`src/rtl/uart_pkg.sv`:
```
// Shared UART types and constants (receiver now, transmitter later).
package uart_pkg;

    localparam int unsigned UART_DATA_BITS = 8;

    typedef enum logic [2:0] {
        IDLE,
        START,
        DATA,
        STOP,
        BRK
    } uart_rx_state_t;

endpackage

```
`src/rtl/uart_rx_sync_ff.sv`:
```
// Multi-stage synchroniser for an asynchronous level; resets to 1 so an idle-high line
// looks idle immediately after reset.
module sync_ff #(
    parameter int unsigned STAGES = 2
) (
    input  logic clk,
    input  logic rst,
    input  logic d,
    output logic q
);

    logic [STAGES-1:0] ff;

    always_ff @(posedge clk or negedge rst) begin
        if (!rst) begin
            ff <= '1;
        end else begin
            ff <= {ff[STAGES-2:0], d};
        end
    end

    assign q = ff[STAGES-1];

endmodule

```
`src/rtl/uart_rx.sv`:
```
// 8N1 UART receiver: mid-bit sampling FSM feeding a one-entry valid/ready holding register,
// with single-cycle framing-error and overrun pulses.
module uart_rx
    import uart_pkg::*;
#(
    parameter int unsigned CLKS_PER_BIT = 5,
    parameter int unsigned SYNC_STAGES  = 2
) (
    input  logic                      clk,
    input  logic                      rst,
    input  logic                      rxd,
    output logic [UART_DATA_BITS-1:0] rdata,
    output logic                      rvalid,
    input  logic                      rready,
    output logic                      busy,
    output logic                      ferr,
    output logic                      overrun
);

    localparam int unsigned HALF  = (CLKS_PER_BIT - 1) / 2;
    localparam int unsigned CNT_W = $clog2(CLKS_PER_BIT);
    localparam int unsigned BIT_W = $clog2(UART_DATA_BITS);

    logic                      rxd_s;
    uart_rx_state_t            state;
    logic [CNT_W-1:0]          cnt;
    logic [BIT_W-1:0]          bitidx;
    logic [UART_DATA_BITS-1:0] shreg;

    sync_ff #(.STAGES(SYNC_STAGES)) u_sync (
        .clk (clk),
        .rst (rst),
        .d   (rxd),
        .q   (rxd_s)
    );

    // Frame FSM plus holding register; later assignments to rvalid override the handshake clear.
    always_ff @(posedge clk or negedge rst) begin
        if (!rst) begin
            state   <= IDLE;
            cnt     <= '0;
            bitidx  <= '0;
            shreg   <= '0;
            rdata   <= '0;
            rvalid  <= 1'b0;
            busy    <= 1'b0;
            ferr    <= 1'b0;
            overrun <= 1'b0;
        end else begin
            ferr    <= 1'b0;
            overrun <= 1'b0;
            if (rvalid && rready) begin
                rvalid <= 1'b0;
            end

            case (state)
                IDLE: begin
                    if (!rxd_s) begin
                        state <= START;
                        busy  <= 1'b1;
                        cnt   <= '0;
                    end
                end
                START: begin
                    if (cnt == CNT_W'(HALF)) begin
                        cnt    <= '0;
                        bitidx <= '0;
                        if (rxd_s) begin
                            state <= IDLE;
                            busy  <= 1'b0;
                        end else begin
                            state <= DATA;
                        end
                    end else begin
                        cnt <= cnt + CNT_W'(1);
                    end
                end
                DATA: begin
                    if (cnt == CNT_W'(CLKS_PER_BIT - 1)) begin
                        cnt           <= '0;
                        shreg[bitidx] <= rxd_s;
                        bitidx        <= bitidx + BIT_W'(1);
                        if (bitidx == BIT_W'(UART_DATA_BITS - 1)) begin
                            state <= STOP;
                        end
                    end else begin
                        cnt <= cnt + CNT_W'(1);
                    end
                end
                STOP: begin
                    if (cnt == CNT_W'(CLKS_PER_BIT - 1)) begin
                        cnt <= '0;
                        if (rxd_s) begin
                            state <= IDLE;
                            busy  <= 1'b0;
                            // A byte may load only if the slot is empty or being drained this cycle.
                            if (!rvalid || rready) begin
                                rdata  <= shreg;
                                rvalid <= 1'b1;
                            end else begin
                                overrun <= 1'b1;
                            end
                        end else begin
                            state <= BRK;
                            ferr  <= 1'b1;
                        end
                    end else begin
                        cnt <= cnt + CNT_W'(1);
                    end
                end
                BRK: begin
                    if (rxd_s) begin
                        state <= IDLE;
                        busy  <= 1'b0;
                    end
                end
                default: begin
                    state <= IDLE;
                    busy  <= 1'b0;
                end
            endcase
        end
    end

endmodule
```
`config.mk`:
```
export PLATFORM = sky130hd
export DESIGN_NAME = uart_rx
export DESIGN_NICKNAME = d
export VERILOG_FILES = /design/src/rtl/uart_pkg.sv /design/src/rtl/uart_rx_sync_ff.sv /design/src/rtl/uart_rx.sv
export SDC_FILE = /design/constraint.sdc
export NUM_CORES = 1
export LEC_CHECK = 0
export CORE_UTILIZATION = 50
export CTS_CLUSTER_DIAMETER = 120
export DETAILED_ROUTE_END_ITERATION = 8
export PLACE_DENSITY_LB_ADDON = 0.2
export SYNTH_ARGS = -nofsm -noshare
export SYNTH_HDL_FRONTEND = slang
export SYNTH_HIERARCHICAL = 1
export SYNTH_SLANG_ARGS = --single-unit
```
`constraint.sdc`:
```
create_clock -name clk -period 2.6 [get_ports clk]
set_input_delay 0.52 -clock clk [delete_from_list [all_inputs] [get_ports clk]]
set_output_delay 0.52 -clock clk [all_outputs]
set_load 0.01 [all_outputs]
```
Word-level counts from Yosys, hierarchy flattened --
Cells that the tools add are included.
Word-level totals: output and inout port bits 12, word-level logic and storage cells 78, register bits 31, input bits 4
Cells by class: eq/ne operators 13, magnitude comparators 2, reductions and logical operators 14, bitwise gates (word level) 1, add/sub/neg operators 2, multiplexer cells 36
Operators with widths (count):
- 3-bit 2-to-1 mux | 12
- 1-bit 2-to-1 mux | 17
- 3-bit case mux with 5 select lines | 1
- 2-bit != test (second input constant) | 5
- 3-bit by 2-bit equality test with 1-bit output (second input constant) | 3
- 3-bit equality test (second input constant) | 3
- 3-bit case mux with 3 select lines | 1
- 8-bit bitwise mux | 1
- 4-bit AND reduction | 2
- 3-bit by 1-bit adder with 3-bit output (second input constant) | 2
- 3-bit case mux with 2 select lines | 1
- 6-bit AND reduction | 1
- 1-bit case mux with 5 select lines | 1
- 3-bit by 4-bit less-than comparator with 1-bit output (second input constant) | 1
- 2-bit AND reduction | 2
- 1-bit demux with 3-bit select | 1
- 3-bit by 1-bit equality test with 1-bit output (second input constant) | 1
- 3-bit by 1-bit greater-or-equal comparator with 1-bit output (second input constant) | 1
- 3-bit zero test | 1
- 3-bit AND reduction | 1
- 3-bit nonzero test | 1
- 1-bit logical AND | 2
- 2-bit 2-to-1 mux | 1
- 2-bit by 1-bit != test with 1-bit output (second input constant) | 1
- 5 further kinds | 5

Longest topological paths before layout --
Gate-level depths: netlist (run 1).
depth in word-level cells 6, gate-level depth with buffers 6, depth with buffers taken out 6

Cells and area by module --
Netlist (run 1), hierarchy kept.
Modules (own cells, without submodules):
- uart_rx | cells an instance 120, sequential area each 725.7 µm², times used 1, area an instance 1388.8 µm²
- sync_ff | cells an instance 2, sequential area each 52.6 µm², times used 1, area an instance 52.6 µm²

Worst setup path before layout (run 1) --
No wires, ideal clock.
path type register -> register, start point reg cnt[0], end point reg shreg[2], clock period less this slack 1839 ps, required time 2472 ps, buffers on the path 0, stages on the path, launching flop included 7, path slack 761 ps, setup time 128 ps, data arrival time 1712 ps, path through dfrtp_1 > inv_1 > ha_1 > nand2_2 > or3_4 > nor4b_2 > mux2_1
On the way: cells in the longest elaborated chain, start to end 2
RTL lines:
- from (decl) | RTL line uart_rx.sv:26 | logic [CNT_W-1:0] cnt;
- from (signal assigned) | RTL line uart_rx.sv:75 | cnt <= cnt + CNT_W'(1);
- from (signal assigned) | RTL line uart_rx.sv:87 | cnt <= cnt + CNT_W'(1);
- from (signal assigned) | RTL line uart_rx.sv:108 | cnt <= cnt + CNT_W'(1);
- 3-bit equality test | RTL line uart_rx.sv:79 | if (cnt == CNT_W'(CLKS_PER_BIT - 1)) begin
- 2-bit AND reduction (no line)
- to (signal, indexed assignment) | RTL line uart_rx.sv:81 | shreg[bitidx] <= rxd_s;
- to (decl) | RTL line uart_rx.sv:28 | logic [UART_DATA_BITS-1:0] shreg;
No other way between the ends. A chain may end at the register's enable or synchronous reset.

Worst setup path after layout (run 1) --
start point reg cnt[0], end point reg rdata[7]
On the way: cells in the longest elaborated chain, start to end 2
RTL lines:
- 3-bit equality test | RTL line uart_rx.sv:91 | if (cnt == CNT_W'(CLKS_PER_BIT - 1)) begin
- 4-bit AND reduction (no line)
- to (signal assigned) | RTL line uart_rx.sv:98 | rdata <= shreg;
- to (decl) | RTL line uart_rx.sv:12 | output logic [UART_DATA_BITS-1:0] rdata,
No other way between the ends.

==> results of run 1 <==
power groups by stage:
| stage | Combinational (mW) | Clock, mW | Sequential (mW) |
|---|---|---|---|
| finish | 0.315 | 0.263 | 0.638 |
| global route | 0.361 | 0.295 | 0.653 |
| CTS | 0.319 | 0.271 | 0.637 |
| detailed placement | 0.318 | 0 | 0.646 |
| global placement | 0.301 | 0 | 0.642 |
| floorplan | 0.294 | 0 | 0.590 |
kinds of logic (layout without fill, tap and decap cells):
| group | after synthesis | in the layout | share of synthesized area (%) |
|---|---|---|---|
| buffers and inverters | 14 | 30 | 3.99 |
| adder cells (fa/ha/maj) | 5 | 5 | 4.34 |
| AO/OA/AOI/OAI | 17 | 17 | 8.07 |
| flip-flops | 31 | 31 | 54.0 |
| multiplexers | 18 | 18 | 14.0 |
| AND/OR/NAND/NOR | 37 | 37 | 15.6 |
final cells by class:
cell class	count	area (um^2)
Inverter	6	22.5
Timing Repair Buffer	16	158
Fill cell	236	1080
Sequential cell	31	778
Clock buffer	7	45.0
Clock inverter	1	5.00
Tap cell	31	38.8
Multi-Input combinational cell	77	606
through the flow:
step	cells	utilization (%)
after CTS	169	60.5
final	169	60.5
after global placement	161	58.6
after floorplan	122	-
after detailed placement	161	58.6
after global routing	169	60.5
metal layers:
| layer | up-vias | track usage, % | wire length [um] |
|---|---|---|---|
| met3 | 8 | 5.35 | 87 |
| met4 | 0 | 10.7 | 55 |
| met1 | 457 | 23.1 | 1140 |
| met2 | 23 | 27.2 | 1040 |
| met5 | - | 0 | 0 |
| li1 | 461 | - | - |
path summary, 6_finish.rpt:
check	slack, ns	end	cells past startpoint	from
max	0.63	rdata[7]	6	cnt[0]
min	0.36	u_sync/ff[1]	0	u_sync/ff[0]
max reg2reg	0.63	rdata[7]	6	cnt[0]
min reg2reg	0.36	u_sync/ff[1]	0	u_sync/ff[0]
max in group asynchronous	1.70	u_sync/ff[1]	2	rst
min in group asynchronous	0.58	state[1]	2	rst
worst max-delay path, delay by kind of cell (launching register included):
kind	cells	cell delay (ns)
multiplexers	1	0.40
flip-flops	1	0.39
AND/OR/NAND/NOR	3	0.75
buffers and inverters	1	0.11
adder cells (fa/ha/maj)	1	0.21
cell usage after synthesis:
master	instances	area [um^2]
dfstp_2	2	52.6
nor3_2	1	10.0
nand2_2	1	6.26
and3_1	1	6.26
dfrtp_1	29	726
or3_1	1	6.26
nand4b_1	2	17.5
nand3b_1	1	7.51
or3b_2	1	8.76
or3_4	1	11.3
o31ai_1	1	7.51
o2bb2ai_1	1	8.76
inv_1	6	22.5
nand4_1	1	6.26
o21ba_2	1	10.0
nor2_1	7	26.3
mux2_2	16	180
nand2b_1	5	31.3
a31oi_1	2	12.5
nand3_1	3	15.0
nor3_1	2	10.0
a211oi_1	1	7.51
buf_2	1	5.00
o41ai_1	1	8.76
buf_4	1	7.51
a22o_1	2	17.5
ha_1	5	62.6
nor4b_2	2	30.0
clkbuf_1	4	15.0
mux2i_1	1	10.0
nor4_1	1	6.26
buf_1	2	7.51
o22ai_1	3	18.8
mux2_1	1	11.3
nand2_1	7	26.3
a21oi_1	5	25.0
flip-flops by register name, summed over array words and instances (netlist names):
register,count
overrun,1
state,3
ferr,1
u_sync/ff,2
shreg,8
busy,1
cnt,3
rvalid,1
rdata,8
bitidx,3
==> flow_summary.yaml, run 1 <==
clock_network:
  postCtsResizedCells: 0
  postCtsSetupRepairBufs: 0
  numCtsBuffers: 5
  cts_tree: "done"
  cts.reportedPaths.clkPinSlew_ns: 0.09
  cts_buffer_depth: 2
  clkLatencyLatePin_ns: 0.33
  cts_root_buffer: "clkbuf_4"
  cts_hold_buf: 0
  clkSinkCount: 31
  h-tree-depth: 2
worst_setup_path:
  crit_fanout: 8
  slowest_delay_ns: 0.40
  cp.arrival_ns: 2.19
  worst_setup_path_start_kind: "flop"
  crit_type: "reg -> reg"
  required_ns: 2.82
  crit_path_top_delay_cell: "mux2_2"
  cp-end-kind: "flop"
  cp_cell_sequence: "inv_1, ha_1, nand2_2, nor3_1, nand3_1, mux2_2"
timing:
  whs_ns: 0.363
  period_share_pct: 75.8
  slew_violations: 0
  setup_viol: 0
  setup_tns_ns: 0
  rsz0062_at_grt: "no"
  relSlewSlack_pct: 71.1
  clock_skew_ns: 0.00677
  hold_viol: 0
  tightest_slew_ns: 0.431
  fmaxAchievable_mhz: 507
  worst_slack_ns: 0.629
  finalCriticalPeriod_ns: 1.97
floorplanning:
  io_pins: 16
  rows: 19
  start_util_pct: 52.7
  die_height_um: 55.7
  die_area_um2: 3100
  fp.dieW_um: 55.7
  core-area_um2: 2730
synthesis:
  syn-mean-instance-area_um2: 11.8
  syn_nets: 131
  synthCells: 122
  seq_area_frac_synth_pct: 54.0
  ys_types: 36
  yosys_warnings: 6
  ys_ff_latch: 31
  netlist_area_um2: 1440
drt:
  avgViaCountPerCell: 5.62
  routed_wl_um: 2320
  drtPass1Iterations: 4
  post_drt_wl_per_cell_um: 13.7
  drt_iter0_drc: 17
  vias: 949
  drc: 0
  antenna_left: 0
power_and_ir_drop:
  ir_worst_vdd_v: 0.000456
  p_leak_nw: 0.770
  intPower_mw: 0.806
  pwr-share-comb_pct: 25.9
  pwr-share-clk_pct: 21.6
  power.density_nw_per_um2: 736
  p_sw_share_pct: 33.7
  total_power_mw: 1.22
  seq_power_share_pct: 52.4
  switching_power_mw: 0.410
place:
  gp_congestion: 0.706
  dp_hpwl_um: 1610
  port_buffers: 15
  place_ws_ns: 0.598
  post_dp_cell_area_um2: 1600
min_path:
  hold_class: "reg -> reg"
global_routing:
  gr-total-overflow: 0
  grt_usage_pct: 18.1
  grt_pass1_wl_um: 4260
  grt_antenna_before_repair: 0
  grt_max_degree: 32
  grt_pass1_vias: 976
cells_and_area:
  n_antenna_cell: 0
  nNetsFinal: 146
  mostFrequentLayoutCells: "dfrtp_1 (29), mux2_2 (16), clkdlybuf4s50_1 (15)"
  final_common_cell: "dfrtp_1"
  design_area_um2: 1650
  layout-drive-gt1-share_pct: 23.2
  syn_to_final_growth_pct: 14.7
run_status:
  status: "complete, no violations"
run:
  cap_viol_max_count: 0
Note: power is estimated with default switching activity, not from simulation.
==> inputs of run 2 (changes only) <==
Settings changed: CORE_UTILIZATION 50 to 49.
Clock period 2.6 ns to 1.6 ns, I/O delays scaled along.
==> flow_summary.yaml, run 2 (same netlist as run 1, synthesis figures left out) <==
timing:
  relSlewSlack_pct: 62.8
  worst_slack_ns: -0.189
  fmaxAchievable_mhz: 559
  rsz0062_at_grt: "yes"
  tightest_slew_ns: 0.558
  finalCriticalPeriod_ns: 1.79
  setup_viol: 17
  clock_skew_ns: 0.00866
  period_share_pct: 112
  slew_violations: 0
  hold_viol: 0
min_path:
  min_from: "u_sync/ff[0]"
  hold_class: "reg -> reg"
clock_network:
  cts_buffer_depth: 2
  cts_tree: "done"
  cts.reportedPaths.clkPinSlew_ns: 0.09
  cts_root_buffer: "clkbuf_4"
  h-tree-depth: 2
  clkLatencyLatePin_ns: 0.32
  numCtsBuffers: 5
  clkSinkCount: 31
power_and_ir_drop:
  switching_power_mw: 0.816
  intPower_mw: 1.62
  seq_power_share_pct: 41.0
  p_leak_nw: 0.944
  p_sw_share_pct: 33.5
  pwr-share-comb_pct: 40.2
  power.density_nw_per_um2: 1240
  pwr-share-clk_pct: 18.7
  ir_worst_vdd_v: 0.000972
place:
  dp_hpwl_um: 1950
  gp_congestion: 0.821
  port_buffers: 15
  place_ws_ns: -0.245
worst_setup_path:
  r2r_setup_slack_ns: -0.19
  cp-startpoint: "cnt[0]"
  r2r-start: "cnt[0]"
  required_ns: 1.81
  worst_setup_path_start_kind: "flop"
  crit_fanout: 4
  cp-end-kind: "flop"
  cp.arrival_ns: 1.99
  crit_type: "reg -> reg"
floorplanning:
  rows: 19
  core-area_um2: 2780
  die_height_um: 56.2
  io_pins: 16
  start_util_pct: 51.8
  die_area_um2: 3160
  fp.dieW_um: 56.2
drt:
  routed_wl_um: 3030
  drt_iter0_drc: 24
  drc: 0
  antenna_left: 0
  vias: 1082
  drtPass1Iterations: 4
  avgViaCountPerCell: 5.69
  post_drt_wl_per_cell_um: 15.9
global_routing:
  grt_usage_pct: 21.8
  grt_max_degree: 32
  gr-total-overflow: 0
  grt_pass1_vias: 1128
  grt_antenna_before_repair: 0
  grt_pass1_wl_um: 5070
cells_and_area:
  layout-drive-gt1-share_pct: 42.1
  syn_to_final_growth_pct: 36.3
  final_common_cell: "dfrtp_1"
  largestRegisters: "rdata (8), shreg (8)"
  nNetsFinal: 168
  post-route-util_pct: 70.6
  mostFrequentLayoutCells: "dfrtp_1 (29), buf_4 (22), clkdlybuf4s50_1 (13)"
  fillerInstances: 197
  n_antenna_cell: 0
run_status:
  status: "finished with violations"
  violations: "negative setup slack"
run:
  cap_viol_max_count: 0
-- run 2: repair_timing --
action | CTS | global route
gates resized for setup | 16 | 9
gates cloned | 0 | 0
pin swaps | 4 | 2
setup endpoints to repair | 20 | 25
hold endpoints to repair | 0 | 0
hold buffers | 0 | 0
buffers inserted | 4 | 3
-- run 2: area by class of cell --
cell class,instances,area (um^2),area share (%)
Inverter,6,22.5,1.15
Timing Repair Buffer,38,332,16.9
Multi-Input combinational cell,77,737,37.5
Clock inverter,1,5.00,0.255
Sequential cell,31,778,39.6
Tap cell,31,38.8,1.97
Clock buffer,6,51.3,2.61
-- run 2: final timing paths --
path | end | cells past startpoint
max | shreg[0] | 6
min | u_sync/ff[1] | 0
max reg2reg | shreg[0] | 6
min reg2reg | u_sync/ff[1] | 0
max in group asynchronous | u_sync/ff[1] | 2
min in group asynchronous | state[1] | 2
-- run 2: metrics by stage --
| stage | power, mW | cell area [um^2] | TNS, ns | std cells | hold WS (ns) |
|---|---|---|---|---|---|
| 3_5_place_dp | 1.79 | 1730 | -1.98 | 176 | 0.347 |
| 5_1_grt | 2.60 | 1960 | -2.67 | 190 | 0.368 |
| 6_report | 2.43 | 1960 | -1.27 | 190 | 0.359 |
| 3_3_place_gp | 1.73 | 1730 | -1.07 | 176 | 0.347 |
| 4_1_cts | 2.37 | 1900 | -1.17 | 187 | 0.362 |
| 2_1_floorplan | 1.48 | 1460 | -0.480 | 122 | 0.0244 |
-- run 2: worst max-delay path, stage by stage, from the launching register on --
cell     delay (ns)
dfrtp_1        0.40
inv_2          0.10
ha_4           0.15
nand2_4        0.05
or3_4          0.38
nor4_2         0.22
mux2_2         0.38
-- run 2: layer usage --
| layer | vias to the layer above | track usage (%) | share of wire, % |
|---|---|---|---|
| li1 | 505 | - | - |
| met4 | 0 | 12.2 | 2.0 |
| met3 | 6 | 6.28 | 2.8 |
| met1 | 548 | 27.2 | 45 |
| met5 | - | 0 | 0 |
| met2 | 23 | 34.0 | 50 |
-- run 2: power groups by stage --
stage | clock (mW) | combinational [mW] | sequential (mW)
final | 0.455 | 0.980 | 0.999
after CTS | 0.476 | 0.907 | 0.990
after floorplan | 0 | 0.517 | 0.966
after global routing | 0.510 | 1.07 | 1.02
after global placement | 0 | 0.746 | 0.989
after detailed placement | 0 | 0.793 | 0.998
